--- config.mk ---
export PLATFORM = sky130hd
export DESIGN_NAME = uart_rx
export DESIGN_NICKNAME = d
export VERILOG_FILES = /design/src/rtl/uart_pkg.sv /design/src/rtl/uart_rx_fifo.sv /design/src/rtl/uart_rx.sv
export SDC_FILE = /design/constraint.sdc
export NUM_CORES = 1
export LEC_CHECK = 0
export ABC_CLOCK_PERIOD_IN_PS = 2500
export CAP_MARGIN = 20
export CORE_AREA = 5 5 89 91
export DETAILED_ROUTE_END_ITERATION = 8
export DIE_AREA = 0 0 94 96
export GPL_ROUTABILITY_DRIVEN = 0
export MAX_ROUTING_LAYER = met4
export SLEW_MARGIN = 20
export SYNTH_ARGS = -nofsm -noshare
export SYNTH_HDL_FRONTEND = slang
export SYNTH_HIERARCHICAL = 1
export SYNTH_SLANG_ARGS = --single-unit
--- constraint.sdc ---
create_clock -name clk -period 2.5 [get_ports clk]
set_input_delay 0.5 -clock clk [delete_from_list [all_inputs] [get_ports clk]]
set_output_delay 0.5 -clock clk [all_outputs]
set_load 0.1 [all_outputs]
--- src/rtl/uart_pkg.sv ---
`default_nettype none
// ============================================================================
// Module      : uart_pkg
// Description : Shared UART receiver types, constants and baud-rate helper.
//               Macro UART_RX_PARITY_EN adds the PARITY state.
// Revision    : 1.0 - initial release
// ============================================================================
package uart_pkg;

    localparam int DATA_BITS = 8;

    typedef enum logic [2:0] {
        IDLE   = 3'd0,
        START  = 3'd1,
        DATA   = 3'd2,
`ifdef UART_RX_PARITY_EN
        PARITY = 3'd3,
`endif
        STOP   = 3'd4
    } state_t;

    function automatic int clks_per_bit(input int sys_clk_freq, input int baud_rate);
        return sys_clk_freq / baud_rate;
    endfunction

endpackage
`default_nettype wire

--- src/rtl/uart_rx_fifo.sv ---
`default_nettype none
// ============================================================================
// Module      : uart_rx_fifo
// Description : First-word-fall-through receive FIFO with overrun flag.
// Revision    : 1.0 - initial release
// ============================================================================
module uart_rx_fifo #(
    parameter int WIDTH = 8,
    parameter int DEPTH = 4
) (
    input  logic             clk,
    input  logic             rst,
    input  logic             i_wr_en,
    input  logic [WIDTH-1:0] i_wr_data,
    input  logic             i_rd_en,
    output logic [WIDTH-1:0] o_rd_data,
    output logic             o_valid,
    output logic             o_overrun
);
    localparam int c_AW = $clog2(DEPTH);
    localparam int c_CW = c_AW + 1;

    logic [WIDTH-1:0] r_mem [DEPTH];
    logic [c_AW-1:0]  r_wr_ptr;
    logic [c_AW-1:0]  r_rd_ptr;
    logic [c_CW-1:0]  r_count;
    logic             w_empty;
    logic             w_full;
    logic             w_rd;
    logic             w_wr;

    assign w_empty   = (r_count == '0);
    assign w_full    = (r_count == c_CW'(DEPTH));
    assign w_rd      = i_rd_en && !w_empty;
    // A pop in the same cycle frees a slot, so a full FIFO can still take the write.
    assign w_wr      = i_wr_en && (!w_full || w_rd);
    assign o_overrun = i_wr_en && w_full && !w_rd;
    assign o_valid   = !w_empty;
    assign o_rd_data = w_empty ? '0 : r_mem[r_rd_ptr];

    always_ff @(posedge clk) begin
        if (w_wr) begin
            r_mem[r_wr_ptr] <= i_wr_data;
        end
    end

    always_ff @(posedge clk or posedge rst) begin
        if (rst) begin
            r_wr_ptr <= '0;
            r_rd_ptr <= '0;
            r_count  <= '0;
        end else begin
            if (w_wr) r_wr_ptr <= r_wr_ptr + c_AW'(1);
            if (w_rd) r_rd_ptr <= r_rd_ptr + c_AW'(1);
            case ({w_wr, w_rd})
                2'b10:   r_count <= r_count + c_CW'(1);
                2'b01:   r_count <= r_count - c_CW'(1);
                default: r_count <= r_count;
            endcase
        end
    end

endmodule
`default_nettype wire

--- src/rtl/uart_rx.sv ---
`default_nettype none
// ============================================================================
// Module      : uart_rx
// Description : 8-bit UART receiver with mid-bit sampling and receive FIFO.
//               Define UART_RX_PARITY_EN for an even-parity bit (8E1).
// Revision    : 1.0 - initial release
// ============================================================================
module uart_rx
    import uart_pkg::*;
#(
    parameter int SYS_CLK_FREQ = 100000000,
    parameter int BAUD_RATE    = 115200,
    parameter int FIFO_DEPTH   = 4
) (
    input  logic                 clk,
    input  logic                 rst,
    input  logic                 rx,
    output logic [DATA_BITS-1:0] rx_data,
    output logic                 rx_valid,
    input  logic                 rx_ready,
    output logic                 frame_err,
    output logic                 overrun
);
    localparam int c_CPB   = clks_per_bit(SYS_CLK_FREQ, BAUD_RATE);
    localparam int c_CNT_W = $clog2(c_CPB + 1);
    localparam int c_BIT_W = $clog2(DATA_BITS);
    localparam logic [c_CNT_W-1:0] c_HALF     = c_CNT_W'(c_CPB / 2);
    localparam logic [c_CNT_W-1:0] c_LAST     = c_CNT_W'(c_CPB - 1);
    localparam logic [c_BIT_W-1:0] c_LAST_BIT = c_BIT_W'(DATA_BITS - 1);

    logic                 r_sync1;
    logic                 r_sync2;
    state_t               r_state;
    state_t               w_next;
    logic [c_CNT_W-1:0]   r_cnt;
    logic [c_BIT_W-1:0]   r_bit;
    logic [DATA_BITS-1:0] r_shift;
    logic                 r_frame_err;
    logic                 r_overrun;
    logic                 w_sample;
    logic                 w_bit_end;
    logic                 w_good;
    logic                 w_push;
    logic                 w_ferr;
    logic                 w_fifo_ovr;

    assign w_sample  = (r_cnt == c_HALF);
    assign w_bit_end = (r_cnt == c_LAST);

`ifdef UART_RX_PARITY_EN
    logic r_par_err;
    assign w_good = r_sync2 && !r_par_err;
`else
    assign w_good = r_sync2;
`endif

    // Bit timing is anchored to the detected falling edge: each bit spans
    // counts 0..CPB-1 and is sampled at CPB/2.
    always_ff @(posedge clk or posedge rst) begin
        if (rst) begin
            r_sync1     <= 1'b1;
            r_sync2     <= 1'b1;
            r_state     <= IDLE;
            r_cnt       <= '0;
            r_bit       <= '0;
            r_shift     <= '0;
            r_frame_err <= 1'b0;
            r_overrun   <= 1'b0;
        end else begin
            r_sync1     <= rx;
            r_sync2     <= r_sync1;
            r_state     <= w_next;
            r_frame_err <= w_ferr;
            r_overrun   <= w_fifo_ovr;
            if (r_state == IDLE || w_bit_end) r_cnt <= '0;
            else                              r_cnt <= r_cnt + c_CNT_W'(1);
            if (r_state == IDLE)                   r_bit <= '0;
            else if (r_state == DATA && w_bit_end) r_bit <= r_bit + c_BIT_W'(1);
            if (r_state == DATA && w_sample) r_shift <= {r_sync2, r_shift[DATA_BITS-1:1]};
        end
    end

`ifdef UART_RX_PARITY_EN
    always_ff @(posedge clk or posedge rst) begin
        if (rst) begin
            r_par_err <= 1'b0;
        end else if (r_state == PARITY && w_sample) begin
            r_par_err <= ^{r_shift, r_sync2};
        end
    end
`endif

    always_comb begin
        w_next = r_state;
        w_push = 1'b0;
        w_ferr = 1'b0;
        case (r_state)
            IDLE:  if (!r_sync2) w_next = START;
            START: begin
                if (w_sample && r_sync2) w_next = IDLE;
                else if (w_bit_end)      w_next = DATA;
            end
            DATA: begin
                if (w_bit_end && r_bit == c_LAST_BIT) begin
`ifdef UART_RX_PARITY_EN
                    w_next = PARITY;
`else
                    w_next = STOP;
`endif
                end
            end
`ifdef UART_RX_PARITY_EN
            PARITY: if (w_bit_end) w_next = STOP;
`endif
            // Leave at mid stop bit so a back-to-back start edge is not missed.
            STOP: begin
                if (w_sample) begin
                    w_next = IDLE;
                    w_push = w_good;
                    w_ferr = !w_good;
                end
            end
            default: w_next = IDLE;
        endcase
    end

    uart_rx_fifo #(
        .WIDTH (DATA_BITS),
        .DEPTH (FIFO_DEPTH)
    ) u_fifo (
        .clk       (clk),
        .rst       (rst),
        .i_wr_en   (w_push),
        .i_wr_data (r_shift),
        .i_rd_en   (rx_ready),
        .o_rd_data (rx_data),
        .o_valid   (rx_valid),
        .o_overrun (w_fifo_ovr)
    );

    assign frame_err = r_frame_err;
    assign overrun   = r_overrun;

endmodule
`default_nettype wire

* Yosys cells after proc, flatten, opt, wreduce, memory -nomap -nowiden
Memory sizes are Yosys's and may differ from the RTL's.
Cells that the tools add are included.
** Word-level totals
- Bits in registers :: 35
- Latch bits :: 0
- Bits in writable memories :: 32
- Bits in read-only memories :: 0
- Bits of input ports :: 4
- Output and inout port bits :: 11
- Logic and storage cells :: 67
- Memories kept :: 1
** Memories
- u_fifo.r_mem :: depth 4, width 8, read ports 1, clocked after Yosys merged registers in 0, wr ports 1, line uart_rx_fifo.sv:23 : logic [WIDTH-1:0] r_mem [DEPTH];
** Cells by class
- Add/subtract/negate cells :: 6
- $mul :: 0
- Divide/modulo/power cells :: 0
- Order comparisons :: 0
- Equal/unequal tests :: 13
- Shift operators :: 0
- Muxes and demuxes :: 17
- Bitwise gates (word level) :: 0
- Reduce and logical (&&, ||, !) cells :: 19
** Operator list (count)
- $mux 3 :: 7
- $pmux 3 s4 :: 1
- $add 10x1->10 const B :: 1
- $eq 10x10->1 const B :: 1
- $eq 10x9->1 const B :: 1
- $mux 10 :: 1
- $eq 3x3->1 const B :: 3
- $logic_and 1x1->1 :: 8
- $mux 8 :: 1
- $add 3x1->3 const B :: 2
- $logic_not 3->1 :: 2
- $mux 1 :: 6
- $pmux 3 s2 :: 1
- $add 2x1->2 const B :: 2
- $logic_not 1->1 :: 4
- $ne 2x2->1 const B :: 2
- $reduce_and 4->1 :: 1
- $reduce_bool 2->1 :: 2
- $eq 3x1->1 const B :: 1
- $eq 3x2->1 const B :: 1
- $ne 3x3->1 const B :: 1
- $sub 3x1->3 const B :: 1
- $eq 2x1->1 const B :: 1
- $eq 2x2->1 const B :: 1
- 2 further kinds :: 3

* Depth between registers and ports, before layout
Gate-level depths: netlist (run 1).
- Depth in word-level cells :: 7
- Depth in mapped cells :: 11
- Depth with buffers taken out :: 10

* Modules after synthesis
The synthesis (run 1) kept the hierarchy.
** By module, submodules not included
- uart_rx_fifo :: times used 1, cells each 104, area each 1727.9 µm², sequential area each 1136.1 µm²
- uart_rx :: times used 1, cells each 119, area each 1340.0 µm², sequential area each 703.2 µm²

* Worst setup path after synthesis (run 1)
OpenSTA, ideal clock, no wires.
- Path type :: reg-to-output
- Start :: register u_fifo.r_count[0]
- End :: output port rx_data[0]
- Arrival time :: 2.390 ns
- Data required time :: 2.000 ns
- Setup slack :: -0.390 ns
- Cell stages (with the launch flop) :: 4
- Buffers on the path :: 1
- Cell sequence :: dfrtp_1 or3_2 clkbuf_1 and2_1
** Between the ends
- Longest elaborated chain between the ends :: 2
** Ends and longest elaborated chain
- from (decl) :: line uart_rx_fifo.sv:26 : logic [c_CW-1:0] r_count;
- from (signal assigned) :: line uart_rx_fifo.sv:56 : 2'b10: r_count <= r_count + c_CW'(1);
- from (signal assigned) :: line uart_rx_fifo.sv:57 : 2'b01: r_count <= r_count - c_CW'(1);
- from (signal assigned) :: line uart_rx_fifo.sv:58 : default: r_count <= r_count;
- $logic_not 3->1 :: line uart_rx_fifo.sv:32 : assign w_empty = (r_count == '0);
- $mux 8 :: line uart_rx_fifo.sv:39 : assign o_rd_data = w_empty ? '0 : r_mem[r_rd_ptr];
- to (decl) :: line uart_rx.sv:18 : output logic [DATA_BITS-1:0] rx_data,
No other way between the ends.

* Worst setup path in the final report (run 1)
- Start :: register u_fifo.r_count[0]
- End :: output port rx_data[3]
Same word-level chain as after synthesis.

==> out/summary.txt, run 1 <==
Slew @ Worst Pin = 563 ps
Port Buf Inserts = 14
Layout Area Growth over Synthesis = 16.7%
Largest net degree at the start of global routing = 29
Syn Inst Count = 223
Sequential-to-total area share from yosys stat = 60.0%
Met2 global-route usage = 20.1%
Clk network pwr share = 32.1%
Longest Clk Path Bufs = 2
Root buf cell = clkbuf_8
Post-synth top area share = 31.3%
Cts bufs inserted = 9
WHS = 365 ps
Ratio of final minimum period to clock period = 93.0%
DP HPWL = 3370 um
Worst R2R Start = r_cnt[3]
Max_cap viols = 0
Boundary Pins = 15
Post-Route Utilization = 50.7%
Status = finished, final reports clean
Post-synth ARST share = 52.2%
Mapped Area = 3070 sq um
Setup TNS = 0 ps
CP max FO = 12
Final Cell Area = 3580 sq um
Std-Cell Core Area = 7060 sq um
# DRC = 0
Slew headroom = 62.4%
Clock sink count = 67
Initial antenna violation count = 0
Post-Route WL = 5000 um
Ant diodes = 0
Placed inst area = 3400 sq um
Die footprint = 9020 sq um
Hold Fails Final Rpt = 0
Sequential share of power = 51.0%
Power Density = 688 nW/um^2
Final setup violation count = 0
H-tree Lvls = 3
Starting Density = 43.5%
Cell row count = 31
Hold_buf cts = 0
Final #Nets = 256
Post-synth top area cell = edfxtp_1
Pins Over Slew Limit = 0
Syn nets = 236
Leak = 1.46 nW
Int Power = 0.00172 W
Crit path capture = rx_data[3]
Vias in the first global route = 1,747
Filler cells = 615
Worst Path Class, Setup = reg2out
Worst min path class = reg2reg
Grt met1 use = 15.9%
Vias/cell = 5.12
Grt total ovfl = 0
Clk_lat worst skew = 340 ps
WP data arrival = 1820 ps
Switching Fraction = 30.2%
Final ANT Viol Nets = 0
Critical Path Stages = 3
Crit path launch = u_fifo/r_count[0]
Share of layout cells above drive strength 1 = 25.8%
Final total power = 0.00246 W
CP Capture Type = primary output
Synth top cells by count = dfrtp_1 (33), edfxtp_1 (32), nor2_1 (10)
Post-synthesis cell type count = 49
Synth Register Bits = 67
Die Width = 94 um
Drt wl/cell = 14.4 um
Fmax achieved = 430 MHz
Met3 usage = 4.22%
Avg Cell Area, Syn = 13.8 sq um
CP peak stage delay = 640 ps
Gr busiest metal = met2
Clock skew = 9.30 ps
DIE HEIGHT = 96 um
R2r endpoint = u_fifo/r_count[1]
Comb pwr share = 16.9%
GRT Total Usage = 12.9%
FF-to-FF path depth = 6
Critical Path, Cell by Cell = or3_2, and2_1, buf_12
Synthesis Warnings = 6
RSZ-0062 raised after global routing = false
Post-synth top flop = dfrtp_1
1st-pass router iterations = 4
Startpoint types = flop
First-pass GRT wire length = 8590 um
Top post-synthesis cells by area = edfxtp_1 (31%), dfrtp_1 (27%), mux4_2 (5.9%)
Count leader, synth = dfrtp_1
Routed via count = 1,776
Post-synth EDFFs = 32
Buffer and inverter count on the worst path = 1
Multi-input logic area = 1150 sq um
Register area = 1840 sq um
WP data required = 2000 ps
Net Switching = 0.000743 W
Worst VDD drop = 0.310 mV
Crit-path leading delay family = simple AND/OR/NAND/NOR gates
CTS tree = built
DRT iter0 DRCs = 50
Clock transition at path regs = 80 ps
R2R Setup Slk = 230 ps
Critical path's slowest cell = or3_2
Crit path time final = 2320 ps
[cell families (layout without fill, tap and decap cells)]
kind of cell    Yosys count  in the layout  share of synthesized area (%)
flops                    67             67                           60.0
buf+inv                  20             45                           2.81
xor+xnor                  8              8                           2.28
compound gates           30             30                           6.73
simple gates             72             72                           15.0
fa+ha+maj                 9              9                           3.92
mux                      17             17                           9.30
[placed cells by master, fill, tap and decap left out, drive strengths merged, types with 7 or more instances in the layout]
cell type | netlist | routed
dfrtp | 33 | 33
edfxtp | 32 | 32
buf | 4 | 17
and2 | 13 | 13
nor2 | 10 | 10
inv | 9 | 10
clkbuf | 7 | 9
mux2 | 9 | 9
ha | 8 | 8
mux4 | 8 | 8
o21ai | 7 | 7
nand2 | 7 | 7
[per-layer routing]
| metal | up-vias | routed length [um] |
|---|---|---|
| met5 | - | 0 |
| met3 | 8 | 175 |
| met1 | 878 | 2360 |
| met2 | 19 | 2390 |
| li1 | 871 | - |
| met4 | 0 | 67 |
[power groups by stage]
stage	combinational [W]	clock, W	sequential, W
final	0.000416	0.000790	0.00126
after global routing	0.000464	0.000872	0.00127
after CTS	0.000425	0.000817	0.00126
after detailed placement	0.000425	0	0.00128
after global placement	0.000418	0	0.00128
after floorplan	0.000375	0	0.00124
[final cells by class]
class	instances	area share, %
multi-input combinational	136	32.1
clock inverter	7	1.50
timing repair buffer	20	7.20
inverter	9	0.944
clock buffer	9	3.46
tap	99	3.46
sequential	67	51.4
[registers in the layout, indices dropped and copies added, names as in the netlist, 2 cells and up]
register,flops
r_state,3
u_fifo/r_wr_ptr,2
u_fifo/r_rd_ptr,2
r_shift,8
u_fifo/r_count,3
r_bit,3
r_cnt,10
u_fifo/r_mem,32
[repair_timing]
action | CTS | global route
resized for setup | 0 | 1
endpoints found under the setup margin | 0 | 2
setup buffers | 0 | 0
[how the worst min path moves through the flow]
| stage | startpoint | slack (ps) | depth (start not counted) | end |
|---|---|---|---|---|
| 6_report | r_sync1 | 370 | 0 | r_sync2 |
| 5_1_grt | r_sync1 | 370 | 0 | r_sync2 |
| 4_1_cts | r_sync1 | 370 | 0 | r_sync2 |
| 3_5_place_dp | r_sync1 | 350 | 0 | r_sync2 |
| 3_3_place_gp | r_sync1 | 360 | 0 | r_sync2 |
| 2_1_floorplan | rst | 300 | 1 | u_fifo/r_count[0] |
[through the flow]
stage | setup WS, ps | cells
final | 176 | 347
after global placement | 211 | 331
after detailed placement | 154 | 331
after global routing | 82.9 | 347
after floorplan | 62.3 | 223
after CTS | 133 | 347
No activity file was read; power rests on OpenSTA's default activity.
==> run 2, diff against run 1 <==
Settings changed: GPL_ROUTABILITY_DRIVEN 0 to not set.
==> results of run 2 <==
Final layout, timing and power as in run 1 (identical DEF).
